File: src/rtl/regfile_dump_if.sv
// rtl/regfile_dump_if.sv - byte stream handshake between the register dumper and its sink
interface regfile_dump_if;
  logic [7:0] out_data;
  logic       out_valid;
  logic       out_ready;

  modport master (output out_data, output out_valid, input out_ready);
  modport slave  (input out_data, input out_valid, output out_ready);
endinterface

File: src/rtl/regfile_dump.sv
// rtl/regfile_dump.sv - streams registers FIRST_REG..LAST_REG out as little-endian bytes
module regfile_dump #(
  parameter int FIRST_REG = 0,
  parameter int LAST_REG  = 31
) (
  input  logic          clock,
  input  logic          reset,
  input  logic          start,
  output logic [4:0]    Read1,
  input  logic [31:0]   Data1,
  output logic          busy,
  output logic          done,
  regfile_dump_if.master out
);

  localparam logic [4:0] FIRST_IDX = 5'(FIRST_REG);
  localparam logic [4:0] LAST_IDX  = 5'(LAST_REG);

  typedef enum logic [1:0] {IDLE, READ, SEND, DONE} state_e;

  state_e      state_q, state_d;
  logic [4:0]  read_q, read_d;
  logic [31:0] shift_q, shift_d;
  logic [1:0]  cnt_q, cnt_d;

  always_ff @(posedge clock) begin
    if (reset) begin
      state_q <= IDLE;
      read_q  <= 5'd0;
      shift_q <= 32'd0;
      cnt_q   <= 2'd0;
    end else begin
      state_q <= state_d;
      read_q  <= read_d;
      shift_q <= shift_d;
      cnt_q   <= cnt_d;
    end
  end

  // In SEND out_valid is always high, so out_ready alone marks a transfer.
  always_comb begin
    state_d = state_q;
    read_d  = read_q;
    shift_d = shift_q;
    cnt_d   = cnt_q;
    case (state_q)
      IDLE: begin
        if (start) begin
          read_d  = FIRST_IDX;
          state_d = READ;
        end
      end
      READ: begin
        shift_d = Data1;
        cnt_d   = 2'd0;
        state_d = SEND;
      end
      SEND: begin
        if (out.out_ready) begin
          if (cnt_q != 2'd3) begin
            shift_d = shift_q >> 8;
            cnt_d   = cnt_q + 2'd1;
          end else if (read_q < LAST_IDX) begin
            read_d  = read_q + 5'd1;
            state_d = READ;
          end else begin
            state_d = DONE;
          end
        end
      end
      DONE: state_d = IDLE;
      default: state_d = IDLE;
    endcase
  end

  always_comb begin
    Read1         = read_q;
    out.out_data  = shift_q[7:0];
    out.out_valid = (state_q == SEND);
    busy          = (state_q == READ) || (state_q == SEND);
    done          = (state_q == DONE);
  end

endmodule

File: src/flat_wrapper.sv
// flat-port wrapper written by rule: the top's interface ports become plain ports
module regfile_dump_flat 
#(
  parameter int FIRST_REG = 0,
  parameter int LAST_REG  = 31
)
  (clock, reset, start, Read1, Data1, busy, done, out_out_data, out_out_valid, out_out_ready);
  regfile_dump_if out_i ();
  input  logic clock;
  input  logic reset;
  input  logic start;
  output logic [4:0] Read1;
  input  logic [31:0] Data1;
  output logic busy;
  output logic done;
  output wire logic [$bits(out_i.out_data)-1:0] out_out_data;
  output wire logic [$bits(out_i.out_valid)-1:0] out_out_valid;
  input wire logic [$bits(out_i.out_ready)-1:0] out_out_ready;
  assign out_out_data = out_i.out_data;
  assign out_out_valid = out_i.out_valid;
  assign out_i.out_ready = out_out_ready;
  regfile_dump #(.FIRST_REG(FIRST_REG), .LAST_REG(LAST_REG)) u_core (.clock(clock), .reset(reset), .start(start), .Read1(Read1), .Data1(Data1), .busy(busy), .done(done), .out(out_i));
endmodule
File: config.mk
export PLATFORM = sky130hd
export DESIGN_NAME = regfile_dump_flat
export DESIGN_NICKNAME = d
export VERILOG_FILES = /design/src/rtl/regfile_dump_if.sv /design/src/rtl/regfile_dump.sv /design/src/flat_wrapper.sv
export SDC_FILE = /design/constraint.sdc
export NUM_CORES = 1
export LEC_CHECK = 0
export ABC_AREA = 0
export CAP_MARGIN = 15
export CORE_ASPECT_RATIO = 1.5
export CORE_MARGIN = 3
export CORE_UTILIZATION = 44
export DETAILED_ROUTE_END_ITERATION = 10
export PLACE_DENSITY = 0.76
export SETUP_SLACK_MARGIN = 0.1
export SLEW_MARGIN = 20
export SYNTH_ARGS = -nofsm -noshare
export SYNTH_HDL_FRONTEND = slang
export SYNTH_SLANG_ARGS = --single-unit
File: constraint.sdc
create_clock -name clock -period 1.7 [get_ports clock]
set_input_delay 0.255 -clock clock [delete_from_list [all_inputs] [get_ports clock]]
set_output_delay 0.255 -clock clock [all_outputs]
set_load 0.05 [all_outputs]
# --- After elaboration in Yosys (flattened, before gate mapping) ---
# Cells that the tools add are included.
word_totals:
  output_inout_bits: 16
  elab_cells: 39
  ff_bits: 41
  in_bits: 36
classes:
  muxes: 16
  order_cmp: 1
  n_eq_ne: 9
  addsub: 2
  reduce_logical: 7
ops:
  columns: ["op", "n"]
  rows:
  - ["$mux 32", 2]
  - ["$pmux 32 s2", 1]
  - ["$mux 5", 4]
  - ["$mux 2", 6]
  - ["$pmux 5 s2", 1]
  - ["$pmux 2 s4", 1]
  - ["$ne 2x1->1 const B", 3]
  - ["$ne 2x2->1 const B", 3]
  - ["$reduce_and 3->1", 2]
  - ["$add 5x1->5 const B", 1]
  - ["$lt 5x5->1 const B", 1]
  - ["$reduce_and 5->1", 1]
  - ["$eq 2x2->1 const B", 2]
  - ["$pmux 2 s2", 1]
  - ["$reduce_bool 2->1", 2]
  - ["$add 2x1->2 const B", 1]
  - ["$eq 2x1->1 const B", 1]
  - ["$logic_not 2->1", 1]
  - ["$logic_or 1x1->1", 1]

# --- Logic depth before layout (Yosys ltp) ---
# Gate-level depths: netlist of the first run.
logic_depth:
  ltp_word: 5
  mapped_depth: 8
  ltp_nobuf: 6

# --- Worst setup path after synthesis of the first run ---
# Ideal clock, no wire load.
synth_timing:
  path_kind: "register to register"
  start: "reg u_core.state_q[0]"
  end: "reg u_core.read_q[4], in the netlist u_core.Read1[4]"
  required_time_ns: 1.641
  n_path_buf: 1
  path_slack_ns: -0.285
  path_stages_with_launch: 8
  synth_period_minus_slack_ns: 1.985
  arrival_time_ns: 1.926
  setup_ns: 0.059
  path_cell_list: "dfxtp_1 inv_1 ha_1 buf_6 inv_2 or4_4 nor3_2 a211o_1"
synth_via:
  elab_chain_len: 3
  elab_cells_between_ends: 9
  cone_classes: "5 x eq/ne; 1 x mux; 3 x reduce/logical"
synth_lines:
  columns: ["item", "line_no", "source"]
  rows:
  - ["start, declared", "regfile_dump.sv:21", "state_e state_q, state_d;"]
  - ["start signal, assigned", "regfile_dump.sv:33", "state_q <= state_d;"]
  - ["$eq 2x2->1 (*)", null, null]
  - ["named net out_out_valid", "flat_wrapper.sv:17", "output wire logic [$bits(out_i.out_valid)-1:0] out_out_valid;"]
  - ["$ne 2x1->1 (no source line) (tied with other cells)", null, null]
  - ["$reduce_and 5->1 (no source line)", null, null]
  - ["end signal, assigned", "regfile_dump.sv:34", "read_q <= read_d;"]
  - ["end, declared", "regfile_dump.sv:22", "logic [4:0] read_q, read_d;"]
# The timed path passes the listed nets; every way through them passes the cells marked *.
# A chain may end at the register's enable or synchronous reset.

# --- Final worst setup path of the first run ---
layout_timing:
  start: "reg u_core.state_q[0]"
  end: "out out_out_valid"
layout_via:
  elab_chain_len: 1
layout_lines:
  columns: ["item", "line_no", "source"]
  rows:
  - ["$eq 2x2->1", "regfile_dump.sv:79", "out.out_valid = (state_q == SEND);"]
  - ["end, declared", "flat_wrapper.sv:17", null]
# No other way between the ends.

==> impl_metrics.csv, run 1 <==
group,metric,value,unit
floorplanning,dieArea,0.00557,mm2
cts,tritoncts,"yes",
global_routing,grt_pass1_vias,1628,
power,power,3710,uW
worst_setup_path,criticalPathCategory,"reg2out",
drt,drt_iter0_drc,59,
global_routing,antenna_found_initial,0,
worst_setup_path,crit_fanout,6,
global_routing,grt_overflow_total,0,
placement,hpwl,3040,um
drt,via_per_inst,5.03,
synthesis,syn_inst,209,
worst_setup_path,startpoint_type,"register",
floorplanning,num_io_pins,52,
cts,numCtsBuffers,5,
global_routing,grt_use_total,16.1,%
timing,worstMarginPinSlew,0.549,ns
synthesis,synth-seq-cells,41,
synthesis,synthArstFlopShare,0,%
synthesis,synth_area,0.00207,mm2
drt,wire_per_inst,13.1,um
cts,max-clock-path-buffers,2,
outcome,run_status,"finished clean",
cts,cts-root-buf,"clkbuf_8",
synthesis,ys.flop_type,"dfxtp_1",
synthesis,yosysTopAreaCell,"dfxtp_1",
placement,gp_congestion,0.751,
drt,drt-pass1-iter-count,4,
min_path,hp-class,"in2reg",
floorplanning,core_area,0.00439,mm2
finish,synthToLayoutAreaGrowth,35.8,%
cts,clkSlewWorstSetupHoldPaths,0.07,ns
finish,layout-drive-gt1-share,30.8,%
finish,finalNonFillerCells,328,
floorplanning,die_w,62.0,um
timing,max_freq,648,MHz
worst_setup_path,cp.required,1.44,ns
timing,rsz0062_at_grt,"yes",
timing,slew_headroom,63.4,%
synthesis,synth_edf_count,0,
cts,clk_latency,0.29,ns
timing,finalSetupViolations,0,
finish,antenna_cells,0,
timing,final_max_slew_viol_count,0,
synthesis,syn_area_per_cell,9.89,um2
job,maxCapViolations,0,
worst_setup_path,crit_arrival,1.29,ns
placement,io_buffers,51,
finish,final_area,0.00281,mm2
global_routing,grt_start_max_net_pins,41,
synthesis,synth_top_area_share,39.7,%
floorplanning,die_h,89.9,um
global_routing,grt_pass1_wl,6960,um
worst_setup_path,cp-end-kind,"output port",
floorplanning,start_util,47.1,%
synthesis,ys_seq_area_share,39.7,%
synthesis,syn_nets,252,
power,p_leak,0.00105,uW
placement,place_area,0.00264,mm2
drt,drt_wl_total,4290,um
synthesis,synth.distinct_cells,34,
floorplanning,std_cell_rows,29,
timing,skew,0.00434,ns
power,ir_worst_vdd,0.766,mV
timing,finalCriticalPeriod,1.54,ns
power,power.density,1320,mW/mm2
drt,via_count,1649,
synthesis,synth_warnings,0,
cts,cts.sink_count,41,
drt,drc_errors,0,
timing,finalCritPeriodShare,90.8,%
cts,htree_levels,2,
synthesis,ys_top_cells_by_area,"dfxtp_1 (40%), a211oi_2 (13%), mux2i_1 (12%)",
timing,hold_viol_final,0,
finish,final_nets,308,
timing,whs,0.417,ns
placement,dp_cells,313,
drt,antenna_left,0,
path summary, 6_finish.rpt:
check / from / end / slack [ns] / cells after the start
max reg2reg: u_core.state_q[0] / u_core.Read1[2] / 0.19 / 7
max: u_core.state_q[0] / out_out_valid / 0.16 / 5
min: reset / u_core.Read1[0] / 0.42 / 4
min reg2reg: u_core.shift_q[25] / u_core.shift_q[25] / 0.46 / 2
state kept, by name, indices dropped and copies added, names as in the netlist:
register,flops
u_core.shift_q,32
u_core.Read1,5
u_core.cnt_q,2
u_core.state_q,2
cells by family (layout without fill, tap and decap cells):
logic type | after synthesis | after routing | share of synthesized area, %
and+or+nand+nor | 61 | 61 | 14.0
AOI/OAI and AO/OA | 48 | 48 | 21.4
DFF | 41 | 41 | 39.7
buffers and inverters | 27 | 84 | 8.54
muxes | 25 | 25 | 12.1
adders and majority gates | 7 | 7 | 4.24
repair_timing:
action / 4_1_cts / 5_1_grt
buffers inserted: 1 / 6
gates resized for setup: 0 / 14
hold buffers: 0 / 0
setup endpoints to repair: 4 / 38
pin swaps: 1 / 5
synth_stat cells, types with 2 or more instances:
library cell and n:
nand2_1 10, inv_1 3, buf_6 5, ha_1 7, nor3_1 2, nor2b_1 2, buf_1 2, a211oi_1 5
dfxtp_1 41, buf_4 8, clkbuf_1 2, nand3_1 10, a211oi_2 21, a21oi_1 11, mux2i_1 25, a21o_1 3
nor2_1 29, nor3b_1 2, buf_2 6
stage by stage:
step | setup TNS (ns) | utilization [%] | setup slack, ns
CTS | 0 | 62.0 | 0.103
global placement | -0.0852 | 60.0 | -0.0525
finish | 0 | 63.9 | 0.157
global route | 0 | 63.9 | 0.0841
floorplan | 0 | - | 0.0800
detailed placement | -0.105 | 60.0 | -0.0506
power by group:
group / internal, uW / switching [uW] / total (uW)
Clock: 292 / 311 / 603
Combinational: 820 / 975 / 1800
Sequential: 1190 / 119 / 1310
Total: 2310 / 1410 / 3710
cell usage in the layout, fill, tap and decap left out, drive strengths merged:
| master | synthesis | final |
|---|---|---|
| dfxtp | 41 | 41 |
| buf | 21 | 38 |
| clkdlybuf4s50 | 0 | 34 |
| nor2 | 29 | 29 |
| a211oi | 26 | 26 |
| mux2i | 25 | 25 |
| a21oi | 12 | 12 |
| nand3 | 10 | 10 |
| nand2 | 10 | 10 |
| clkbuf | 2 | 8 |
| ha | 7 | 7 |
| inv | 4 | 4 |
| a21o | 3 | 3 |
| nor3 | 3 | 3 |
| nor3b | 2 | 2 |
| nor2b | 2 | 2 |
| and3b | 1 | 1 |
| nand4 | 1 | 1 |
| or2 | 1 | 1 |
| or4 | 1 | 1 |
| a22oi | 1 | 1 |
| a211o | 1 | 1 |
| o21ai | 1 | 1 |
| a41oi | 1 | 1 |
| a21boi | 1 | 1 |
| and4b | 1 | 1 |
| o31a | 1 | 1 |
| a22o | 1 | 1 |
final cells by class:
type / count / area [um2]
Inverter: 4 / 15.0
Timing Repair Buffer: 72 / 693
Fill cell: 364 / 1580
Multi-Input combinational cell: 141 / 1110
Clock buffer: 8 / 80.1
Sequential cell: 41 / 828
Tap cell: 62 / 77.6
worst max-delay path: stages, from the launching register on:
cell and delay (ns):
dfxtp_2 0.33, inv_2 0.06, ha_4 0.18, buf_4 0.16, buf_4 0.14, buf_12 0.14
per-layer routing:
metal,global-route usage (%),wire [um],vias up
met5,0,0,-
met4,7.26,97,0
met3,4.01,189,7
met2,26.5,2170,42
met1,18.6,1830,749
li1,-,-,851
No activity file was read; power rests on OpenSTA's default activity.
==> run 2, diff against run 1 <==
--- a/config.mk
+++ b/config.mk
@@ -9,9 +9,8 @@
 export CAP_MARGIN = 15
 export CORE_ASPECT_RATIO = 1.5
 export CORE_MARGIN = 3
-export CORE_UTILIZATION = 44
+export CORE_UTILIZATION = 32
 export DETAILED_ROUTE_END_ITERATION = 10
-export PLACE_DENSITY = 0.76
 export SETUP_SLACK_MARGIN = 0.1
 export SLEW_MARGIN = 20
 export SYNTH_ARGS = -nofsm -noshare
==> run 2 against run 1 <==
Compared with the run above: critical path depth is 2 higher; worst hold slack worse by 0.068 ns; sequential cell count unchanged; maximum frequency hardly changed; combinational power about the same; wire length increased by 3.4%; utilization decreased by 18 points; sequential share of layout area is 0.67 points lower; sequential power about the same; cell count is 3.4% higher; critical path type is now reg2reg; critical endpoint is now u_core.Read1[2]; largest power group unchanged.
==> impl_metrics.csv, run 2 (synthesis gave the netlist of run 1 again) <==
group,metric,value,unit
placement,dp_cells,327,
power,ir_worst_vdd,0.615,mV
drt,drc_errors,0,
finish,final_area,0.00286,mm2
placement,hpwl,3030,um
min_path,min_to,"u_core.state_q[1]",
timing,slew_headroom,72.7,%
timing,skew,0.00591,ns
cts,max-clock-path-buffers,2,
worst_setup_path,criticalPathCategory,"reg2reg",
finish,final_common_cell,"dfxtp_1",
timing,finalCritPeriodShare,90.7,%
worst_setup_path,r2r-end,"u_core.Read1[2]",
cts,tritoncts,"yes",
floorplanning,core_area,0.00622,mm2
job,maxCapViolations,0,
power,power.density,1370,mW/mm2
worst_setup_path,r2r_slack,0.16,ns
drt,wire_per_inst,13.1,um
finish,antenna_cells,0,
floorplanning,std_cell_rows,35,
timing,finalSetupViolations,0,
placement,gp_congestion,0.726,
drt,via_count,1601,
finish,finalNonFillerCells,339,
finish,mostFrequentLayoutCells,"dfxtp_1 (39), clkdlybuf4s50_1 (34), nor2_1 (29)",
drt,drt-pass1-iter-count,4,
finish,layout-drive-gt1-share,30.6,%
placement,dp_slack,-0.0542,ns
finish,synthToLayoutAreaGrowth,38.6,%
timing,hold_viol_final,0,
placement,place_area,0.00265,mm2
timing,worstMarginPinSlew,0.410,ns
global_routing,grt_overflow_total,0,
cts,clkSlewWorstSetupHoldPaths,0.08,ns
worst_setup_path,crit_fanout,4,
floorplanning,start_util,33.2,%
floorplanning,dieArea,0.00748,mm2
worst_setup_path,cp-end-kind,"register",
outcome,run_status,"finished clean",
worst_setup_path,reg2reg_depth,7,
worst_setup_path,r2r_start,"u_core.state_q[0]",
finish,final_nets,307,
power,p_leak,0.00107,uW
min_path,worstHoldStart,"reset",
cts,hold_buffers,0,
min_path,hp-class,"in2reg",
timing,rsz0062_at_grt,"no",
drt,drt_iter0_drc,47,
cts,cts.sink_count,41,
timing,fin_ws,0.157,ns
drt,drt_wl_total,4430,um
timing,final_max_slew_viol_count,0,
cts,numCtsBuffers,5,
drt,via_per_inst,4.72,
timing,finalCriticalPeriod,1.54,ns
worst_setup_path,startpoint_type,"register",
min_path,hold_path_depth,3,
global_routing,grt_pass1_wl,7360,um
cts,cts-root-buf,"clkbuf_8",
floorplanning,num_io_pins,52,
timing,max_freq,648,MHz
floorplanning,die_w,71.6,um
global_routing,grt_pass1_vias,1601,
drt,antenna_left,0,
placement,io_buffers,51,
finish,largest_reg_flops,32,
cts,clk_latency,0.29,ns
global_routing,grt_use_total,12.0,%
global_routing,antenna_found_initial,0,
worst_setup_path,crit_arrival,1.72,ns
finish,max_flop_register,"u_core.shift_q",
floorplanning,die_h,104,um
worst_setup_path,cp.required,1.88,ns
global_routing,grt_start_max_net_pins,30,
cts,htree_levels,2,
==> run 2: worst max-delay path by stage <==
stage | endpoint | slack, ns | startpoint
detailed placement | u_core.Read1[3] | -0.05 | out_out_ready
finish | u_core.Read1[2] | 0.16 | u_core.state_q[0]
global route | u_core.shift_q[19] | 0.1 | u_core.state_q[0]
global placement | u_core.Read1[3] | -0.03 | out_out_ready
CTS | u_core.Read1[3] | 0.07 | u_core.state_q[0]
floorplan | u_core.shift_q[10] | 0.08 | u_core.state_q[0]
==> run 2: timing repair <==
item / CTS / global route
setup endpoints to repair: 3 / 36
pin swaps: 1 / 3
endpoints found under the hold margin: 0 / 0
gates resized for setup: 1 / 11
setup buffers: 0 / 3
cloned: 0 / 1
==> run 2: per-stage QoR <==
step	TNS (ns)	util, %	hold WS (ns)	total power (uW)
finish	0	46.1	0.350	3930
global route	0	46.1	0.362	4190
CTS	0	44.6	0.350	3820
detailed placement	-0.0964	42.7	0.446	2990
global placement	-0.0546	42.7	0.440	2980
floorplan	0	-	0.407	2630
==> run 2: per-layer routing <==
| metal | GRT usage (%) | vias up | routed length, um |
|---|---|---|---|
| li1 | - | 844 | - |
| met1 | 15.9 | 713 | 2030 |
| met2 | 18.7 | 36 | 2100 |
| met3 | 2.71 | 8 | 206 |
| met4 | 4.97 | 0 | 93 |
| met5 | 0 | - | 0 |
==> run 2: critical path, cell delays in order, from the launching register on <==
cell and delay [ns]:
dfxtp_2 0.33, inv_2 0.09, ha_2 0.19, nor2b_4 0.20, a211oi_4 0.07, buf_4 0.14, and4b_1 0.19, o31a_1 0.23
==> run 2: power by group <==
group	leakage, uW	internal, uW	total [uW]	switching [uW]
sequential	0.000338	1190	1310	114
clock	0.0000585	479	811	332
combinational	0.000673	820	1810	989
==> run 2: final cells by class <==
| cell class | count | area [um2] |
|---|---|---|
| repair buffers | 71 | 692 |
| flip-flops and latches | 41 | 826 |
| inverters | 4 | 15.0 |
| clock inverters | 1 | 30.0 |
| multi-input cells | 141 | 1120 |
| well taps | 74 | 92.6 |
| fillers | 613 | 3350 |
| clock buffers | 7 | 86.3 |
